$ cat src/rtl/chunk_serial_adder.sv
// Multi-cycle add/subtract: WIDTH-bit operands are processed CHUNK bits per clock
// through one CHUNK-bit ripple stage, with a registered carry between chunks.
module chunk_serial_adder #(
    parameter int WIDTH = 16,
    parameter int CHUNK = 8
) (
    input  logic             clk,
    input  logic             rst,
    input  logic             start,
    input  logic             mode,
    input  logic [WIDTH-1:0] a,
    input  logic [WIDTH-1:0] b,
    input  logic             carry_in,
    output logic             busy,
    output logic             done,
    output logic [WIDTH-1:0] sum,
    output logic             carry_out,
    output logic             overflow
);
    localparam int NCHUNK = WIDTH / CHUNK;
    localparam int IW     = (NCHUNK > 1) ? $clog2(NCHUNK) : 1;
    localparam logic [IW-1:0] LAST_IDX = IW'(NCHUNK - 1);

    if (CHUNK < 1 || CHUNK > WIDTH || (WIDTH % CHUNK) != 0) begin : g_bad_params
        $error("chunk_serial_adder: WIDTH must be a multiple of CHUNK, 1 <= CHUNK <= WIDTH");
    end

    typedef enum logic [1:0] {IDLE, RUN, DONE} state_t;

    state_t           state_q;
    logic [WIDTH-1:0] a_q, b_q, acc_q, sum_q;
    logic [IW-1:0]    idx_q;
    logic             carry_q, cout_q, ovf_q, busy_q, done_q;

    logic [CHUNK-1:0] chunk_a, chunk_b, chunk_s;
    logic             chunk_c;
    logic [WIDTH-1:0] acc_d;

    // One ripple stage; acc_d already holds the current chunk so the final
    // edge can publish the complete result.
    always_comb begin
        chunk_a = a_q[idx_q*CHUNK +: CHUNK];
        chunk_b = b_q[idx_q*CHUNK +: CHUNK];
        {chunk_c, chunk_s} = {1'b0, chunk_a} + {1'b0, chunk_b} + {{CHUNK{1'b0}}, carry_q};
        acc_d = acc_q;
        acc_d[idx_q*CHUNK +: CHUNK] = chunk_s;
    end

    always_ff @(posedge clk) begin
        if (rst) begin
            state_q <= IDLE;
            a_q     <= '0;
            b_q     <= '0;
            acc_q   <= '0;
            idx_q   <= '0;
            carry_q <= 1'b0;
            sum_q   <= '0;
            cout_q  <= 1'b0;
            ovf_q   <= 1'b0;
            busy_q  <= 1'b0;
            done_q  <= 1'b0;
        end else begin
            done_q <= 1'b0;
            case (state_q)
                IDLE, DONE: begin
                    if (start) begin
                        a_q     <= a;
                        b_q     <= mode ? ~b : b;
                        carry_q <= mode ? 1'b1 : carry_in;
                        idx_q   <= '0;
                        state_q <= RUN;
                        busy_q  <= 1'b1;
                    end else begin
                        state_q <= IDLE;
                        busy_q  <= 1'b0;
                    end
                end
                RUN: begin
                    acc_q   <= acc_d;
                    carry_q <= chunk_c;
                    idx_q   <= idx_q + 1'b1;
                    if (idx_q == LAST_IDX) begin
                        state_q <= DONE;
                        busy_q  <= 1'b0;
                        done_q  <= 1'b1;
                        sum_q   <= acc_d;
                        cout_q  <= chunk_c;
                        ovf_q   <= (a_q[WIDTH-1] == b_q[WIDTH-1]) &&
                                   (acc_d[WIDTH-1] != a_q[WIDTH-1]);
                    end
                end
                default: begin
                    state_q <= IDLE;
                    busy_q  <= 1'b0;
                end
            endcase
        end
    end

    assign busy      = busy_q;
    assign done      = done_q;
    assign sum       = sum_q;
    assign carry_out = cout_q;
    assign overflow  = ovf_q;
endmodule

$ cat config.mk
export PLATFORM = sky130hd
export DESIGN_NAME = chunk_serial_adder
export DESIGN_NICKNAME = d
export VERILOG_FILES = /design/src/rtl/chunk_serial_adder.sv
export SDC_FILE = /design/constraint.sdc
export NUM_CORES = 1
export LEC_CHECK = 0
export ABC_CLOCK_PERIOD_IN_PS = 5240
export CORE_MARGIN = 4
export CORE_UTILIZATION = 57
export CTS_BUF_LIST = sky130_fd_sc_hd__clkbuf_4
export CTS_CLUSTER_SIZE = 20
export DETAILED_ROUTE_END_ITERATION = 10
export PLACE_DENSITY_LB_ADDON = 0.2
export SYNTH_ARGS = -nofsm -noshare
export SYNTH_HDL_FRONTEND = slang
export SYNTH_SLANG_ARGS = --single-unit
$ cat constraint.sdc
create_clock -name clk -period 5.24 [get_ports clk]
set_input_delay 1.048 -clock clk [delete_from_list [all_inputs] [get_ports clk]]
set_output_delay 1.048 -clock clk [all_outputs]
set_load 0.02 [all_outputs]
==> results, run 1 <==
- The net total in the final layout is 419.
- The via count of the first global-routing pass is 2219.
- The endpoint arrival time on the critical path is 3.51 ns.
- The starting DRC count in detailed routing is 165.
- At the pin with the least slew margin, the transition time is 1.125 ns.
- The die extent in y is 78.67 µm.
- At the later pin of the worst-skew pair, clock insertion delay measures 0.42 ns.
- The number of input and output port buffers inserted is 56.
- The number of buffers inserted by hold repair at cts is 0.
- The floorplan step defined a die boundary enclosing 6188 µm².
- The part of the Yosys area used for sequential elements is 44.31%.
- The synthesized design spends more area on one cell type than any other, namely sky130_fd_sc_hd__dfxtp_1.
- The number of hold-slack violations in the final timing report was 0.
- The count of mapped cells out of synthesis is 332.
- The synthesized area per cell is 8.574 µm².
- The met1 demand-to-capacity share in global routing is 28.48%.
- The most frequent cell on the critical path is sky130_fd_sc_hd__fa_1.
- Counting flops and latches in the post-synthesis netlist gives 63.
- Of the post-synthesis cell area, the dominant cell type holds 44.31%.
- After layout, the design draws a total of 1.139 mW.
- Counting along the longest clock path gives a buffer depth of 2.
- The root buffer cell is sky130_fd_sc_hd__clkbuf_4.
- The data required time of the worst path is 5.51 ns.
- The path class of the tightest hold or removal check is flop to flop.
- The wire length after detailed routing is 6182 µm.
- The share of async-settable or async-resettable flops after synthesis is 0%.
- Once detailed placement completed, the half-perimeter wirelength came to 4306 µm.
- The most used flip-flop cell after synthesis is sky130_fd_sc_hd__dfxtp_1.
- The floorplan step set the die width to 78.67 µm.
- By area the synthesized netlist is led by sky130_fd_sc_hd__dfxtp_1, sky130_fd_sc_hd__nand2_1, sky130_fd_sc_hd__a21oi_1, sky130_fd_sc_hd__mux2_2, sky130_fd_sc_hd__a211oi_1.
- The DRC violations left is 0.
- The largest fanout of any net on the critical path is 21.
- Across the VDD grid, the largest voltage drop is 0.2340 mV.
- For the worst flop-to-flop path, the logic depth is 8.
- The count of nets left with antenna violations once routing finished came out at 0.
- The number of I/O pins is 57.
- The number of enable-type register cells in the synthesized netlist is 0.
- The maximum clock rate is 308.8 MHz.
- The number of maximum-capacitance violations is 0.
- The worst clock skew is 0.01284 ns.
- The number of nets handed over by synthesis was 378.
- The number of setup violations in the final report is 0.
- In this design, the stage delay of the slowest critical-path cell is 0.88 ns.
- The final worst hold slack is 0.4587 ns.
- For this configuration, the core starts out at a cell density of 59.48%.
- The cell area after synthesis is 2846 µm².
- Setup repair after global routing left no endpoint under its margin.
- The critical path is of the flop to flop type.
- The initial antenna violation count is 0.
- The wire length of the first global-routing pass is 10450 µm.
- The ratio of cells with drive above 1 in the final layout is 9.524%.
- During synthesis, Yosys emitted a total of 0 warnings.
- In the final layout, the multi-input gates occupy 1474 µm².
- Global routing consumed, on the met2 layer, 33.19% of the routing resources.
- The floorplan step defined a core boundary enclosing 4786 µm².
- In this run the static leakage power is 1.314 nW.
- The total clock sinks is 63.
- The number of setup buffers added after CTS is 0.
- STA classifies the critical path endpoint as a flop.
- Synthesis instantiated 38 different standard cells from the library.
- The critical path crosses 8 cells after its start point.
- The gate family responsible for the most delay along the worst path is adder cells.
- Dividing the detail-routed wire length by the instance count gives 13.89 µm.
- The core occupancy in the finished layout is 74.64%.
- In the global route stage, overall resource usage came out at 21.73%.
- The worst path uses 61.80% of the clock period.
- The run finished with clean final reports.
- The total count of max-transition violations in the final report came to 0.
- The global placement routability congestion is 0.9087.
- The maximum number of pins on one net before global-route repair is 70.
- After detailed routing, the number of vias per cell comes to 5.315.
- The remaining max-slew budget at the tightest pin is 25.02%.
- The floorplan has 25 rows.
- The global routing stage identified its most utilized layer as met2.
- The critical path goes through mux2_2 -> fa_1 -> fa_1 -> a211oi_1 -> o21bai_1 -> a21oi_1 -> xor2_1 -> o31ai_1.
- The worst path in the final design needs a cycle of 3.238 ns, including I/O delays and setup.
- The number of diodes is 0.
- The aggregate global routing overflow is 0.
- The worst setup path is launched from a flop.
- TritonCTS built the clock tree.
- Global routing consumed, on the met3 layer, 4.931% of the routing resources.
- The number of buffers added by the clock tree synthesis step is 9.
- The layout has 350 filler cells.
- The sum of negative setup slack is 0 ns.
- The top cell types in the final layout, fill and taps aside, are sky130_fd_sc_hd__nand2_1, sky130_fd_sc_hd__dfxtp_1, sky130_fd_sc_hd__clkdlybuf4s50_1.
- The worst hold path stage count is 2.
- The library cell used most frequently in the layout, excluding fill and tap cells, is sky130_fd_sc_hd__nand2_1.
- The first detailed-routing pass took 4 iterations.
- The clock-pin slew reported for the worst setup and hold paths after clock tree synthesis is 0.10 ns.
- The largest individual stage delay along the critical path comes from the cell sky130_fd_sc_hd__dfxtp_1.
- The cell area power density is 319.0 nW/µm².
- The area growth from synthesis to layout is 25.49%.
- The total number of vias is 2365.
- The area taken by flip-flops and latches is 1261 µm².
- The number of gates resized after CTS was 0.
- The H-tree level count is 3.
- The buffering stage count on the worst path with inverters included is 0.
final cells by class:
type / count / share of cell area, %
clock buffer: 9 / 1.891
clock inverter: 7 / 3.117
inverter: 3 / 0.3152
multi-input combinational: 239 / 41.26
sequential: 63 / 35.31
tap: 67 / 2.347
timing repair buffer: 57 / 15.76
logic make-up (layout without fill, tap and decap cells):
group / count (synthesis) / count (layout) / synth area share (%)
XOR/XNOR: 20 / 20 / 6.154
buffers and inverters: 30 / 76 / 4.000
multiplexers: 17 / 17 / 6.681
AO/OA/AOI/OAI: 81 / 81 / 17.49
flip-flops: 63 / 63 / 44.31
AND/OR/NAND/NOR: 112 / 112 / 16.88
adder cells (fa/ha/maj): 9 / 9 / 4.483
where the power goes:
part	switching, mW	internal (mW)
combinational	0.0989	0.0928
clock	0.181	0.238
sequential	0.0206	0.508
total	0.300	0.839
tightest hold or removal path: cells and delay by family, from the launching register on:
kind,cells,cell delay [ns]
compound gates,1,0.05
flops,1,0.32
simple gates,1,0.05
cells in the mapped netlist (2+ instances only):
library cell / count
sky130_fd_sc_hd__inv_1: 3
sky130_fd_sc_hd__clkbuf_1: 23
sky130_fd_sc_hd__nand3b_1: 4
sky130_fd_sc_hd__nand2b_1: 3
sky130_fd_sc_hd__a21oi_1: 39
sky130_fd_sc_hd__a31oi_1: 2
sky130_fd_sc_hd__o21ai_1: 4
sky130_fd_sc_hd__nand2_1: 68
sky130_fd_sc_hd__mux2_2: 16
sky130_fd_sc_hd__o21ai_0: 3
sky130_fd_sc_hd__buf_1: 3
sky130_fd_sc_hd__nor2b_1: 3
sky130_fd_sc_hd__and2_1: 2
sky130_fd_sc_hd__a211oi_1: 23
sky130_fd_sc_hd__ha_1: 7
sky130_fd_sc_hd__o31ai_1: 2
sky130_fd_sc_hd__fa_1: 2
sky130_fd_sc_hd__dfxtp_1: 63
sky130_fd_sc_hd__nor2_1: 25
sky130_fd_sc_hd__xnor2_1: 19
worst paths after layout:
kind | slack (ns) | start | end
hold reg to reg | 0.46 | a_q[14] | a_q[14]
setup / recovery | 2.00 | idx_q | acc_q[6]
hold / removal | 0.46 | a_q[14] | a_q[14]
setup reg to reg | 2.00 | idx_q | acc_q[6]
registers in the layout, summed over array words and instances, names as in the netlist:
| name | count |
|---|---|
| overflow | 1 |
| carry_out | 1 |
| state_q | 2 |
| b_q | 16 |
| carry_q | 1 |
| a_q | 16 |
| sum | 16 |
| acc_q | 8 |
| idx_q | 1 |
| done | 1 |
metal layers:
layer	vias up	wire length, µm
met2	60	2865
met4	0	136
met1	1077	2828
met3	14	351
li1	1214	-
met5	-	0
through the flow:
stage | cells | area, µm² | setup WS, ns
after floorplan | 332 | 2846 | 2.279
after global routing | 445 | 3572 | 1.781
after global placement | 429 | 3393 | 2.079
after detailed placement | 429 | 3393 | 2.027
after CTS | 445 | 3572 | 2.016
final | 445 | 3572 | 2.002
No activity file was read; power rests on OpenSTA's default activity.
==> run 2: changes to the inputs <==
Settings changed: ABC_CLOCK_PERIOD_IN_PS 5240 to 3100, CORE_UTILIZATION 57 to 53.
Clock period 5.24 ns to 3.1 ns, I/O delays scaled along.
==> results, run 2 (synthesized netlist as in run 1, its figures left out) <==
- The number of gates resized after CTS is 0 (unchanged).
- The class of the tightest hold or removal check is flop to flop (unchanged).
- The ratio of cells with drive above 1 in the final layout is 10.94% (was 9.524%).
- The area taken by flip-flops and latches is 1261 µm² (unchanged).
- The area growth from synthesis to layout is 24.57% (was 25.49%).
- The per-cell routed wire length is 13.63 µm (was 13.89 µm).
- The total count of max-transition violations in the final report came to 0 (unchanged).
- The cell area power density is 467.3 nW/µm² (was 319.0 nW/µm²).
- The detailed-route vias per instance is 5.280 (was 5.315).
- Leading cell types in the layout, fill and taps excluded: sky130_fd_sc_hd__nand2_1, sky130_fd_sc_hd__dfxtp_1, sky130_fd_sc_hd__clkdlybuf4s50_1 (unchanged).
- The area enclosed by the die boundary is 6607 µm² (was 6188 µm²).
- The largest vdd supply drop is 0.3431 mV (was 0.2340 mV).
- The horizontal die dimension is 81.29 µm (was 78.67 µm).
- The root buffer cell is sky130_fd_sc_hd__clkbuf_4 (unchanged).
- The critical setup path kind is flop to flop (unchanged).
- The maximum clock rate was 352.9 MHz (was 308.8 MHz).
- The number of buffers added by the clock tree synthesis step came to 9 (unchanged).
- The effective utilization at floorplan is 55.03% (was 59.48%).
- The overall power of the completed layout was 1.657 mW (was 1.139 mW).
- The number of input and output port buffers inserted was 56 (unchanged).
- The remaining max-slew budget at the tightest pin is 42.26% (was 25.02%).
- The aggregate global routing overflow is 0 (unchanged).
- The number of I/O pins is 57 (unchanged).
- The most common cell after layout, fill and taps aside is sky130_fd_sc_hd__nand2_1 (unchanged).
- The final critical-path required period is 2.834 ns (was 3.238 ns).
- The number of hold-slack violations in the final timing report is 0 (unchanged).
- The filler cell count in the final layout is 424 (was 350).
- The total clock sinks came to 63 (unchanged).
- The number of setup buffers added after CTS is 0 (unchanged).
- The combined area of the multi-input logic cells is 1474 µm² (unchanged).
- The leakage power figure is 1.318 nW (was 1.314 nW).
- The wire length after detailed routing is 6186 µm (was 6182 µm).
- The via count of the first global-routing pass is 2185 (was 2219).
- The category of the worst setup path capture point is a flop (unchanged).
- The slew of the pin with the lowest slew margin is 0.8634 ns (was 1.125 ns).
- The global-route usage over all layers was 20.60% (was 21.73%).
- The total iterations of the first detailed-routing run is 4 (unchanged).
- The clock-pin slew reported for the worst setup and hold paths after clock tree synthesis was 0.10 ns (about the same).
- The maximum number of pins on one net before global-route repair is 45 (was 70).
- The slowest cell on the critical path is sky130_fd_sc_hd__a211oi_1 (was sky130_fd_sc_hd__dfxtp_1).
- The number of setup violations in the final report is 0 (unchanged).
- The share of the clock period used by the worst path after layout came to 91.42% (was 61.80%).
- The total number of vias is 2397 (was 2365).
- The starting DRC count in detailed routing is 98 (was 165).
- The largest fanout of any net on the critical path came to 19 (was 21).
- Crit path cell chain: buf_4 -> mux2_2 -> ha_1 -> a211oi_1 -> o211a_1 -> o21ai_1 -> a211o_1 -> a311oi_1 (was mux2_2 -> fa_1 -> fa_1 -> a211oi_1 -> o21bai_1 -> a21oi_1 -> xor2_1 -> o31ai_1).
- The number of diodes is 0 (unchanged).
- The number of buffers between clock root and the deepest sink is 2 (unchanged).
- The endpoint arrival time on the critical path is 3.13 ns (was 3.51 ns).
- The core outline area came to 5172 µm² (was 4786 µm²).
- The number of buffers inserted by hold repair at cts came to 0 (unchanged).
- The sort of element at the start of the critical path was a flop (unchanged).
- The H-tree level count came to 3 (unchanged).
- The DRC violations left is 0 (unchanged).
- The sum of net half-perimeters after detailed placement is 4593 µm (was 4306 µm).
- The number of nets with antenna violations after routing is 0 (unchanged).
- The net total in the final layout was 426 (was 419).
- Result of the run: complete, no violations (unchanged).
- The number of maximum-capacitance violations came to 0 (unchanged).
- The clock tree from TritonCTS is built (unchanged).
- The data required time of the worst path is 3.40 ns (was 5.51 ns).
- The worst clock skew is 0.01049 ns (was 0.01284 ns).
- The die extent in y is 81.29 µm (was 78.67 µm).
- The site row count was 26 (was 25).
- The initial antenna violation count is 0 (unchanged).
- The global placement routability congestion is 0.9148 (was 0.9087).
- The wire length of the first global-routing pass is 10290 µm (was 10450 µm).
- The sum of negative setup slack came to 0 ns (unchanged).
- The largest stage delay on the critical path is 0.43 ns (was 0.88 ns).
- The clock latency of the later-clocked register in the worst-skew pair is 0.40 ns (was 0.42 ns).
- RSZ-0062 raised after global routing: no (unchanged).
==> run 2: changes by cell type in the layout (fill, tap and decap cells not counted) <==
cell / delta
sky130_fd_sc_hd__buf_4: +7
sky130_fd_sc_hd__clkinv_2: +3
sky130_fd_sc_hd__bufinv_16: -3
sky130_fd_sc_hd__clkinvlp_4: -1
==> run 2: path summary, 6_finish.rpt <==
path / cells past startpoint / start / slack (ns) / end
worst max-delay path: 8 / idx_q / 0.27 / overflow
worst min-delay path: 2 / sum[12] / 0.46 / sum[12]
worst max register to register: 8 / idx_q / 0.27 / overflow
worst min register to register: 2 / sum[12] / 0.46 / sum[12]
==> run 2: stage by stage <==
| step | worst slack, ns | hold WS [ns] | utilization, % | cells | instance area, µm² |
|---|---|---|---|---|---|
| 3_3_place_gp | 0.4635 | 0.4393 | 66.69 | 439 | 3450 |
| 2_1_floorplan | 0.1391 | 0.4320 | - | 332 | 2846 |
| 5_1_grt | 0.1487 | 0.4769 | 68.55 | 454 | 3546 |
| 4_1_cts | 0.2693 | 0.4611 | 68.55 | 454 | 3546 |
| 6_report | 0.2660 | 0.4586 | 68.55 | 454 | 3546 |
| 3_5_place_dp | 0.3568 | 0.4462 | 66.69 | 439 | 3450 |
==> run 2: metal layers <==
metal	vias to the layer above	part of all wire [%]	GRT usage, %
met4	0	2.6	10.30
met1	1084	47	27.20
met3	13	3.9	3.769
li1	1233	-	-
met5	-	0	0
met2	67	46	32.17
==> run 2: critical path: cells and delay by family, from the launching register on <==
family	cells	cell delay, ns
AO/OA/AOI/OAI	5	1.34
adder cells (fa/ha/maj)	1	0.36
buffers and inverters	1	0.27
flip-flops	1	0.39
multiplexers	1	0.37
==> run 2: area by class of cell <==
cell class,instances,area share [%]
clock buffers,9,1.905
clock inverters,6,0.8116
inverters,3,0.3176
multi-input cells,239,41.57
flip-flops and latches,63,35.57
well taps,70,2.470
repair buffers,64,17.36
==> run 2: report_power, final <==
group / switching [mW] / internal [mW] / leakage, nW / total (mW)
combinational: 0.173 / 0.164 / 0.740 / 0.337
clock: 0.280 / 0.151 / 0.0625 / 0.431
sequential: 0.0305 / 0.859 / 0.516 / 0.890
